File: config.mk
export PLATFORM = sky130hd
export DESIGN_NAME = imem_boot_ctrl
export DESIGN_NICKNAME = d
export VERILOG_FILES = /design/src/rtl/risc16_pkg.sv /design/src/rtl/imem_boot_ctrl_if.sv /design/src/rtl/imem_boot_csum.sv /design/src/rtl/imem_boot_ctrl_core.sv /design/src/rtl/imem_boot_ctrl.sv
export SDC_FILE = /design/constraint.sdc
export NUM_CORES = 1
export LEC_CHECK = 0
export CORE_MARGIN = 2
export CORE_UTILIZATION = 50
export DETAILED_ROUTE_END_ITERATION = 12
export PLACE_DENSITY_LB_ADDON = 0.15
export SYNTH_ARGS = -nofsm -noshare
export SYNTH_HDL_FRONTEND = slang
export SYNTH_SLANG_ARGS = --single-unit
File: constraint.sdc
create_clock -name clk_i -period 2.6 [get_ports clk_i]
set_input_delay 0.52 -clock clk_i [delete_from_list [all_inputs] [get_ports clk_i]]
set_output_delay 0.52 -clock clk_i [all_outputs]
set_load 0.005 [all_outputs]
File: src/rtl/risc16_pkg.sv
// rtl/risc16_pkg.sv - shared risc16 constants and boot controller state type
package risc16_pkg;

  localparam int IMEM_ADDR_W = 4;

  typedef enum logic [2:0] {
    BOOT_IDLE,
    BOOT_LOAD_LO,
    BOOT_LOAD_HI,
    BOOT_WRITE,
    BOOT_CHECK,
    BOOT_RELEASE,
    BOOT_RUN,
    BOOT_ERROR
  } boot_state_e;

  function automatic logic boot_accepts_byte(input boot_state_e s);
    return (s == BOOT_LOAD_LO) || (s == BOOT_LOAD_HI) || (s == BOOT_CHECK);
  endfunction

endpackage

File: src/rtl/imem_boot_ctrl_if.sv
// rtl/imem_boot_ctrl_if.sv - program byte stream in, instruction-RAM write port out
interface imem_boot_ctrl_if
  import risc16_pkg::*;
#(
  parameter int ADDR_W = IMEM_ADDR_W
);
  logic [7:0]        byte_data;
  logic              byte_valid;
  logic              byte_ready;
  logic              imem_we;
  logic [ADDR_W-1:0] imem_addr;
  logic [15:0]       imem_wdata;

  // master supplies program bytes; slave is the boot controller writing the RAM
  modport master (output byte_data, byte_valid,
                  input  byte_ready, imem_we, imem_addr, imem_wdata);
  modport slave  (input  byte_data, byte_valid,
                  output byte_ready, imem_we, imem_addr, imem_wdata);
endinterface

File: src/rtl/imem_boot_csum.sv
// rtl/imem_boot_csum.sv - running XOR of accepted program bytes
module imem_boot_csum (
  input  logic       clk_i,
  input  logic       rst_i,
  input  logic       clr_i,
  input  logic       en_i,
  input  logic [7:0] byte_i,
  output logic [7:0] csum_o
);
  logic [7:0] csum_q, csum_d;

  always_comb begin
    csum_d = csum_q;
    if (clr_i) begin
      csum_d = '0;
    end else if (en_i) begin
      csum_d = csum_q ^ byte_i;
    end
  end

  always_ff @(posedge clk_i) begin
    if (rst_i) begin
      csum_q <= '0;
    end else begin
      csum_q <= csum_d;
    end
  end

  assign csum_o = csum_q;
endmodule

File: src/rtl/imem_boot_ctrl_core.sv
// rtl/imem_boot_ctrl_core.sv - boot load FSM; IMEM_BOOT_CSUM_EN adds the checksum byte check
module imem_boot_ctrl_core
  import risc16_pkg::*;
#(
  parameter int ADDR_W = IMEM_ADDR_W
) (
  input  logic              clk_i,
  input  logic              rst_i,
  input  logic              start_i,
  input  logic [ADDR_W-1:0] len_i,
  imem_boot_ctrl_if.slave   bus,
  output logic              cpu_rst_o,
  output logic              execute_en_o,
  output logic              done_o,
  output logic              err_o
);
  localparam int CNT_W = ADDR_W + 1;
  localparam logic [CNT_W-1:0] FULL_CNT = {1'b1, {ADDR_W{1'b0}}};

  boot_state_e      state_q, state_d;
  logic [CNT_W-1:0] cnt_q, cnt_d, total_q, total_d, cnt_inc;
  logic [15:0]      word_q, word_d;
  logic             ready_q, ready_d, we_q, we_d, cpu_rst_q, cpu_rst_d;
  logic             exec_q, exec_d, done_q, done_d;
  logic             hs;

  assign hs      = bus.byte_valid && ready_q;
  assign cnt_inc = cnt_q + CNT_W'(1);

`ifdef IMEM_BOOT_CSUM_EN
  logic [7:0] csum;
  logic       csum_ok;
  logic       err_q, err_d;

  imem_boot_csum u_csum (
    .clk_i  (clk_i),
    .rst_i  (rst_i),
    .clr_i  (start_i),
    .en_i   (hs && !start_i && (state_q == BOOT_LOAD_LO || state_q == BOOT_LOAD_HI)),
    .byte_i (bus.byte_data),
    .csum_o (csum)
  );
  assign csum_ok = (csum == bus.byte_data);
`endif

  always_ff @(posedge clk_i) begin
    if (rst_i) begin
      state_q   <= BOOT_IDLE;
      cnt_q     <= '0;
      total_q   <= '0;
      word_q    <= '0;
      ready_q   <= 1'b0;
      we_q      <= 1'b0;
      cpu_rst_q <= 1'b1;
      exec_q    <= 1'b0;
      done_q    <= 1'b0;
`ifdef IMEM_BOOT_CSUM_EN
      err_q     <= 1'b0;
`endif
    end else begin
      state_q   <= state_d;
      cnt_q     <= cnt_d;
      total_q   <= total_d;
      word_q    <= word_d;
      ready_q   <= ready_d;
      we_q      <= we_d;
      cpu_rst_q <= cpu_rst_d;
      exec_q    <= exec_d;
      done_q    <= done_d;
`ifdef IMEM_BOOT_CSUM_EN
      err_q     <= err_d;
`endif
    end
  end

  // start_i overrides every state, so a byte offered in the same cycle is dropped
  always_comb begin
    state_d = state_q;
    cnt_d   = cnt_q;
    total_d = total_q;
    word_d  = word_q;
    if (start_i) begin
      state_d = BOOT_LOAD_LO;
      cnt_d   = '0;
      total_d = (len_i == '0) ? FULL_CNT : CNT_W'(len_i);
    end else begin
      case (state_q)
        BOOT_LOAD_LO: if (hs) begin
          word_d[7:0] = bus.byte_data;
          state_d     = BOOT_LOAD_HI;
        end
        BOOT_LOAD_HI: if (hs) begin
          word_d[15:8] = bus.byte_data;
          state_d      = BOOT_WRITE;
        end
        BOOT_WRITE: begin
          cnt_d = cnt_inc;
          if (cnt_inc == total_q) begin
`ifdef IMEM_BOOT_CSUM_EN
            state_d = BOOT_CHECK;
`else
            state_d = BOOT_RELEASE;
`endif
          end else begin
            state_d = BOOT_LOAD_LO;
          end
        end
`ifdef IMEM_BOOT_CSUM_EN
        BOOT_CHECK: if (hs) begin
          state_d = csum_ok ? BOOT_RELEASE : BOOT_ERROR;
        end
`endif
        BOOT_RELEASE: state_d = BOOT_RUN;
        default:      state_d = state_q;
      endcase
    end
  end

  // outputs are decoded from the next state so the registers track state_q exactly
  always_comb begin
    ready_d   = boot_accepts_byte(state_d);
    we_d      = (state_d == BOOT_WRITE);
    cpu_rst_d = !((state_d == BOOT_RELEASE) || (state_d == BOOT_RUN));
    exec_d    = (state_d == BOOT_RUN);
    done_d    = (state_d == BOOT_RUN);
`ifdef IMEM_BOOT_CSUM_EN
    err_d     = (state_d == BOOT_ERROR);
`endif
  end

  assign bus.byte_ready = ready_q;
  assign bus.imem_we    = we_q;
  assign bus.imem_addr  = cnt_q[ADDR_W-1:0];
  assign bus.imem_wdata = word_q;
  assign cpu_rst_o      = cpu_rst_q;
  assign execute_en_o   = exec_q;
  assign done_o         = done_q;
`ifdef IMEM_BOOT_CSUM_EN
  assign err_o          = err_q;
`else
  assign err_o          = 1'b0;
`endif
endmodule

File: src/rtl/imem_boot_ctrl.sv
// rtl/imem_boot_ctrl.sv - instruction-RAM boot loader top; IMEM_BOOT_CSUM_EN enables checksum
module imem_boot_ctrl
  import risc16_pkg::*;
#(
  parameter int ADDR_W = IMEM_ADDR_W
) (
  input  logic              clk_i,
  input  logic              rst_i,
  input  logic              start_i,
  input  logic [ADDR_W-1:0] len_i,
  input  logic [7:0]        byte_i,
  input  logic              byte_valid_i,
  output logic              byte_ready_o,
  output logic              imem_we_o,
  output logic [ADDR_W-1:0] imem_addr_o,
  output logic [15:0]       imem_wdata_o,
  output logic              cpu_rst_o,
  output logic              execute_en_o,
  output logic              done_o,
  output logic              err_o
);
  imem_boot_ctrl_if #(.ADDR_W(ADDR_W)) bus ();

  assign bus.byte_data  = byte_i;
  assign bus.byte_valid = byte_valid_i;
  assign byte_ready_o   = bus.byte_ready;
  assign imem_we_o      = bus.imem_we;
  assign imem_addr_o    = bus.imem_addr;
  assign imem_wdata_o   = bus.imem_wdata;

  imem_boot_ctrl_core #(.ADDR_W(ADDR_W)) u_core (
    .clk_i        (clk_i),
    .rst_i        (rst_i),
    .start_i      (start_i),
    .len_i        (len_i),
    .bus          (bus.slave),
    .cpu_rst_o    (cpu_rst_o),
    .execute_en_o (execute_en_o),
    .done_o       (done_o),
    .err_o        (err_o)
  );
endmodule

[Word-level counts from Yosys, hierarchy flattened]
Cells that the tools add are included.
Word-level totals
  flip-flop bits (word level): 33
  latch bits: 0
  bits in writable memories: 0
  ROM bits: 0
  input port bits: 16
  output and inout port bits: 26
  word-level logic and storage cells: 37
  memories kept: 0
Cells by class
  add/subtract/negate cells: 1
  $mul: 0
  divide/modulo/power cells: 0
  magnitude comparators: 0
  equality and inequality tests: 11
  shift-type cells: 0
  multiplexer cells: 6
  bitwise gates (word level): 1
  reductions and logical operators: 9
Operator list (count)
  3-bit by 2-bit equality test with 1-bit output (second input constant): 4
  3-bit equality test (second input constant): 4
  3-bit two-way mux: 4
  3-bit one-hot mux with 4 select lines: 1
  3-bit by 1-bit equality test with 1-bit output (second input constant): 2
  3-bit AND reduction: 2
  5-bit by 1-bit adder with 5-bit output (second input constant): 1
  5-bit equality test: 1
  5-bit two-way mux: 1
  4-bit zero test: 1
  1-bit logical OR: 3
  2-bit OR reduction: 1
  1-bit logical AND: 1
  1-bit zero test: 1
  1-bit NOT: 1

[Depth between registers and ports, before layout]
  word-level depth: 8
  depth in mapped cells: 5
  depth with buffers taken out: 5

[Worst setup path after synthesis]
OpenSTA, ideal clock, no wires.
  path kind: reg2reg
  from: register u_core.cnt_q[0]
  to: register u_core.we_q, in the netlist u_core.bus.imem_we
  library setup time: 0.079 ns
  data arrival time: 1.687 ns
  data required time: 2.521 ns
  slack: 0.833 ns
  cell stages (with the launch flop): 6
  path buffers: 0
  clock period less this slack: 1.767 ns
  path through: dfxtp_1 -> ha_1 -> nor3b_1 -> or3b_1 -> a311o_1 -> a211oi_2
Between the ends
  cells in the longest elaborated chain, start to end: 6
RTL lines
  start, declared: line imem_boot_ctrl_core.sv:21  | logic [CNT_W-1:0] cnt_q, cnt_d, total_q, total_d, cnt_inc;
  start signal, assigned: line imem_boot_ctrl_core.sv:62  | cnt_q <= cnt_d;
  5-bit by 1-bit adder with 5-bit output: line imem_boot_ctrl_core.sv:28  | assign cnt_inc = cnt_q + CNT_W'(1);
  5-bit equality test: line imem_boot_ctrl_core.sv:98  | if (cnt_inc == total_q) begin
  3-bit two-way mux: line imem_boot_ctrl_core.sv:98
  3-bit one-hot mux with 4 select lines: line imem_boot_ctrl_core.sv:87  | case (state_q)
  3-bit two-way mux: line imem_boot_ctrl_core.sv:82  | if (start_i) begin
  3-bit by 2-bit equality test with 1-bit output: line imem_boot_ctrl_core.sv:122  | we_d = (state_d == BOOT_WRITE);
  end signal, assigned: line imem_boot_ctrl_core.sv:66  | we_q <= we_d;
  end, declared: line imem_boot_ctrl_core.sv:23  | logic ready_q, ready_d, we_q, we_d, cpu_rst_q, cpu_rst_d;
Every way passes these cells.
A chain may end at the register's enable or synchronous reset.

[Worst setup path in the final report]
Ends and elaborated chain as after synthesis.

==> impl_metrics.toml <==
[final_layout]
stdcell_count = 222
antennaDiodeCount = 0
multi_input_area_um2 = 726
seq_area_um2 = 661
fill_cells = 219
syn_to_final_growth_pct = 31.1
layout_common_cells = "clkdlybuf4s50_1 (40), dfxtp_1 (33), nor2_1 (29)"
num-nets-final = 207
drive_above_1_share = 0.0576
mostFrequentLayoutCell = "clkdlybuf4s50_1"

[clock_network]
worst_skew_pair.late_latency_ns = 0.34
cts_num_sinks = 33
cts_tree = "done"
post-cts-setup-buffers = 0
cts_buffers = 5
ctsLongestPathBuffers = 2
htreeDepth = 2
cts.repair.resized = 0
postCtsHoldBufs = 0
cts-root-buf = "clkbuf_4"
clkTransAtPathRegs_ns = 0.10

[die]
die_y_um = 58.2
start_util = 0.529
rows = 19
io_pins = 42
coreArea_um2 = 2780
dieArea_um2 = 3390
die_x_um = 58.2

[synth]
postSynthCellCount = 155
synth_cell_types = 36
ys_warn_count = 0
synth_seq_cells = 33
synth.avg_cell_area_um2 = 9.49
synth-seq-area-share = 0.449
synthesis.nets = 172
netlist_area_um2 = 1470

[worst_hold_path]
holdPathEnd = "u_core.bus.imem_wdata[11]$_SDFFE_PP0P_"
hold_class = "register to register"
hold_path_depth = 2
min-delay-start = "u_core.bus.imem_wdata[11]$_SDFFE_PP0P_"

[global_routing]
grt_use_total = 0.196
grt_remaining_overflow = 0
grt_max_degree = 24
grt_pass1_wl_um = 4970
antenna_found_initial = 0
grt_pass1_vias = 1133

[sta]
final_hold_viol_count = 0
skew_ns = 0.00794
fin_crit_ns = 1.93
rsz0062_at_grt = "false"
tightest_slew_ns = 0.548
fin_crit_sh = 0.741
slew_viol_final = 0
max_freq_mhz = 519
slew_headroom = 0.634
setup_viol = 0
tns_ns = 0
timing.final.ws_setup_ns = 0.673

[setup_path]
r2r-end = "u_core.bus.imem_we$_SDFF_PP0_"
cp.required_ns = 2.86
cp_max_fo = 6
worst_r2r_startpoint = "u_core.cnt_q[0]$_SDFFE_PP0P_"
cp.arrival_ns = 2.19
r2r_slack_ns = 0.67
reg2regPathDepth = 5
crit_type = "register to register"
endpoint_kind = "register"
startpoint_type = "register"

[detailed_routing]
drc = 0
drtIter0Drc = 18
drt-pass1-iter-count = 4
viasPerCell = 5.41
wl_per_cell_um = 13.6
num_vias = 1200
drtAntennaViolNets = 0
wl_um = 3020

[power_and_ir_drop]
power_leakage_nw = 0.858
pwr_density_cell_nw_per_um2 = 521
ir_drop_mv = 0.537

[placed_design]
portBuffers = 40
pre_cts_ws_ns = 0.444
placed_cells = 214
gp_congestion = 0.731
dp_hpwl_um = 2230

[run]
maxCapViolCount = 0

[run_status]
outcome = "complete, no violations"
cell type report:
class,instances,share of cell area
multi-input combinational,107,0.376
sequential,33,0.342
timing repair buffer,42,0.215
clock buffer,7,0.0285
tap,31,0.0201
clock inverter,1,0.0156
inverter,1,0.00195
flip-flops by register name, indices dropped and copies added, names as in the netlist:
register and flops:
u_core.done_o 1, u_core.cnt_q 5, u_core.cpu_rst_o 1, u_core.bus.byte_ready 1, u_core.state_q 3, u_core.bus.imem_we 1
u_core.bus.imem_wdata 16, u_core.total_q 5
worst max-delay path by stage:
| stage | to | start | slack [ns] | cells after the start |
|---|---|---|---|---|
| after floorplan | u_core.bus.imem_we$_SDFF_PP0_ | u_core.cnt_q[0]$_SDFFE_PP0P_ | 0.83 | 5 |
| after global placement | u_core.bus.imem_wdata[12]$_SDFFE_PP0P_ | start_i | 0.50 | 5 |
| after detailed placement | u_core.bus.imem_wdata[13]$_SDFFE_PP0P_ | start_i | 0.44 | 5 |
| after CTS | u_core.done_o$_SDFF_PP0_ | u_core.cnt_q[0]$_SDFFE_PP0P_ | 0.67 | 5 |
| after global routing | u_core.bus.imem_we$_SDFF_PP0_ | u_core.cnt_q[0]$_SDFFE_PP0P_ | 0.53 | 5 |
| final | u_core.bus.imem_we$_SDFF_PP0_ | u_core.cnt_q[0]$_SDFFE_PP0P_ | 0.67 | 5 |
synthesized netlist by cell type, drive strengths merged:
master | instances | area share
a211o | 1 | 0.0060
a211oi | 2 | 0.014
a21oi | 3 | 0.010
a311o | 1 | 0.0068
a311oi | 1 | 0.0060
and3b | 2 | 0.012
buf | 9 | 0.043
clkbuf | 5 | 0.013
conb | 1 | 0.0025
dfxtp | 33 | 0.45
ha | 1 | 0.0085
inv | 1 | 0.0025
mux2i | 22 | 0.15
nand2 | 4 | 0.010
nand2b | 1 | 0.0043
nand3 | 4 | 0.014
nand4 | 2 | 0.0085
nand4b | 1 | 0.0060
nor2 | 29 | 0.074
nor2b | 2 | 0.0085
nor3 | 3 | 0.010
nor3b | 2 | 0.010
nor4 | 1 | 0.0043
nor4b | 1 | 0.0060
o211a | 1 | 0.0068
o21a | 2 | 0.010
o21ai | 3 | 0.010
o21ba | 1 | 0.0068
o21bai | 2 | 0.010
or2 | 1 | 0.0043
or3 | 2 | 0.0085
or3b | 1 | 0.0060
xnor2 | 5 | 0.030
xor2 | 5 | 0.030
per-layer routing:
| layer | GRT usage | routed length, um |
|---|---|---|
| met1 | 0.242 | 1390 |
| met2 | 0.300 | 1420 |
| met4 | 0.116 | 38 |
| met3 | 0.0580 | 169 |
| met5 | 0 | 0 |
logic make-up (layout without fill, tap and decap cells):
logic type	count (synthesis)	count (layout)	share of synthesized area
flops	33	33	0.449
xor+xnor	10	10	0.0595
simple gates	56	56	0.186
mux	22	22	0.150
buf+inv	15	51	0.0578
other cells	1	1	0.00255
compound gates	17	17	0.0867
fa+ha+maj	1	1	0.00850
through the flow:
stage	power (mW)	util	hold WS [ns]	area (um^2)
2_1_floorplan	0.572	-	0.480	1470
3_3_place_gp	0.611	0.663	0.477	1840
3_5_place_dp	0.613	0.663	0.488	1840
4_1_cts	1.02	0.694	0.512	1930
5_1_grt	1.04	0.694	0.537	1930
6_report	1.01	0.694	0.507	1930
worst max-delay path, cell delays in order, from the launching register on:
cell and delay [ns]:
dfxtp_1 0.45, ha_1 0.31, nor2b_1 0.09, or3b_1 0.39, a311o_1 0.39, a211oi_2 0.21
power by group:
group	switching, mW	leakage, nW	internal [mW]	total (mW)
registers	0.00936	0.267	0.513	0.523
logic	0.0334	0.545	0.0454	0.0788
clock network	0.175	0.0455	0.230	0.404
total	0.217	0.858	0.788	1.01
(Power assumes the default switching activity.)
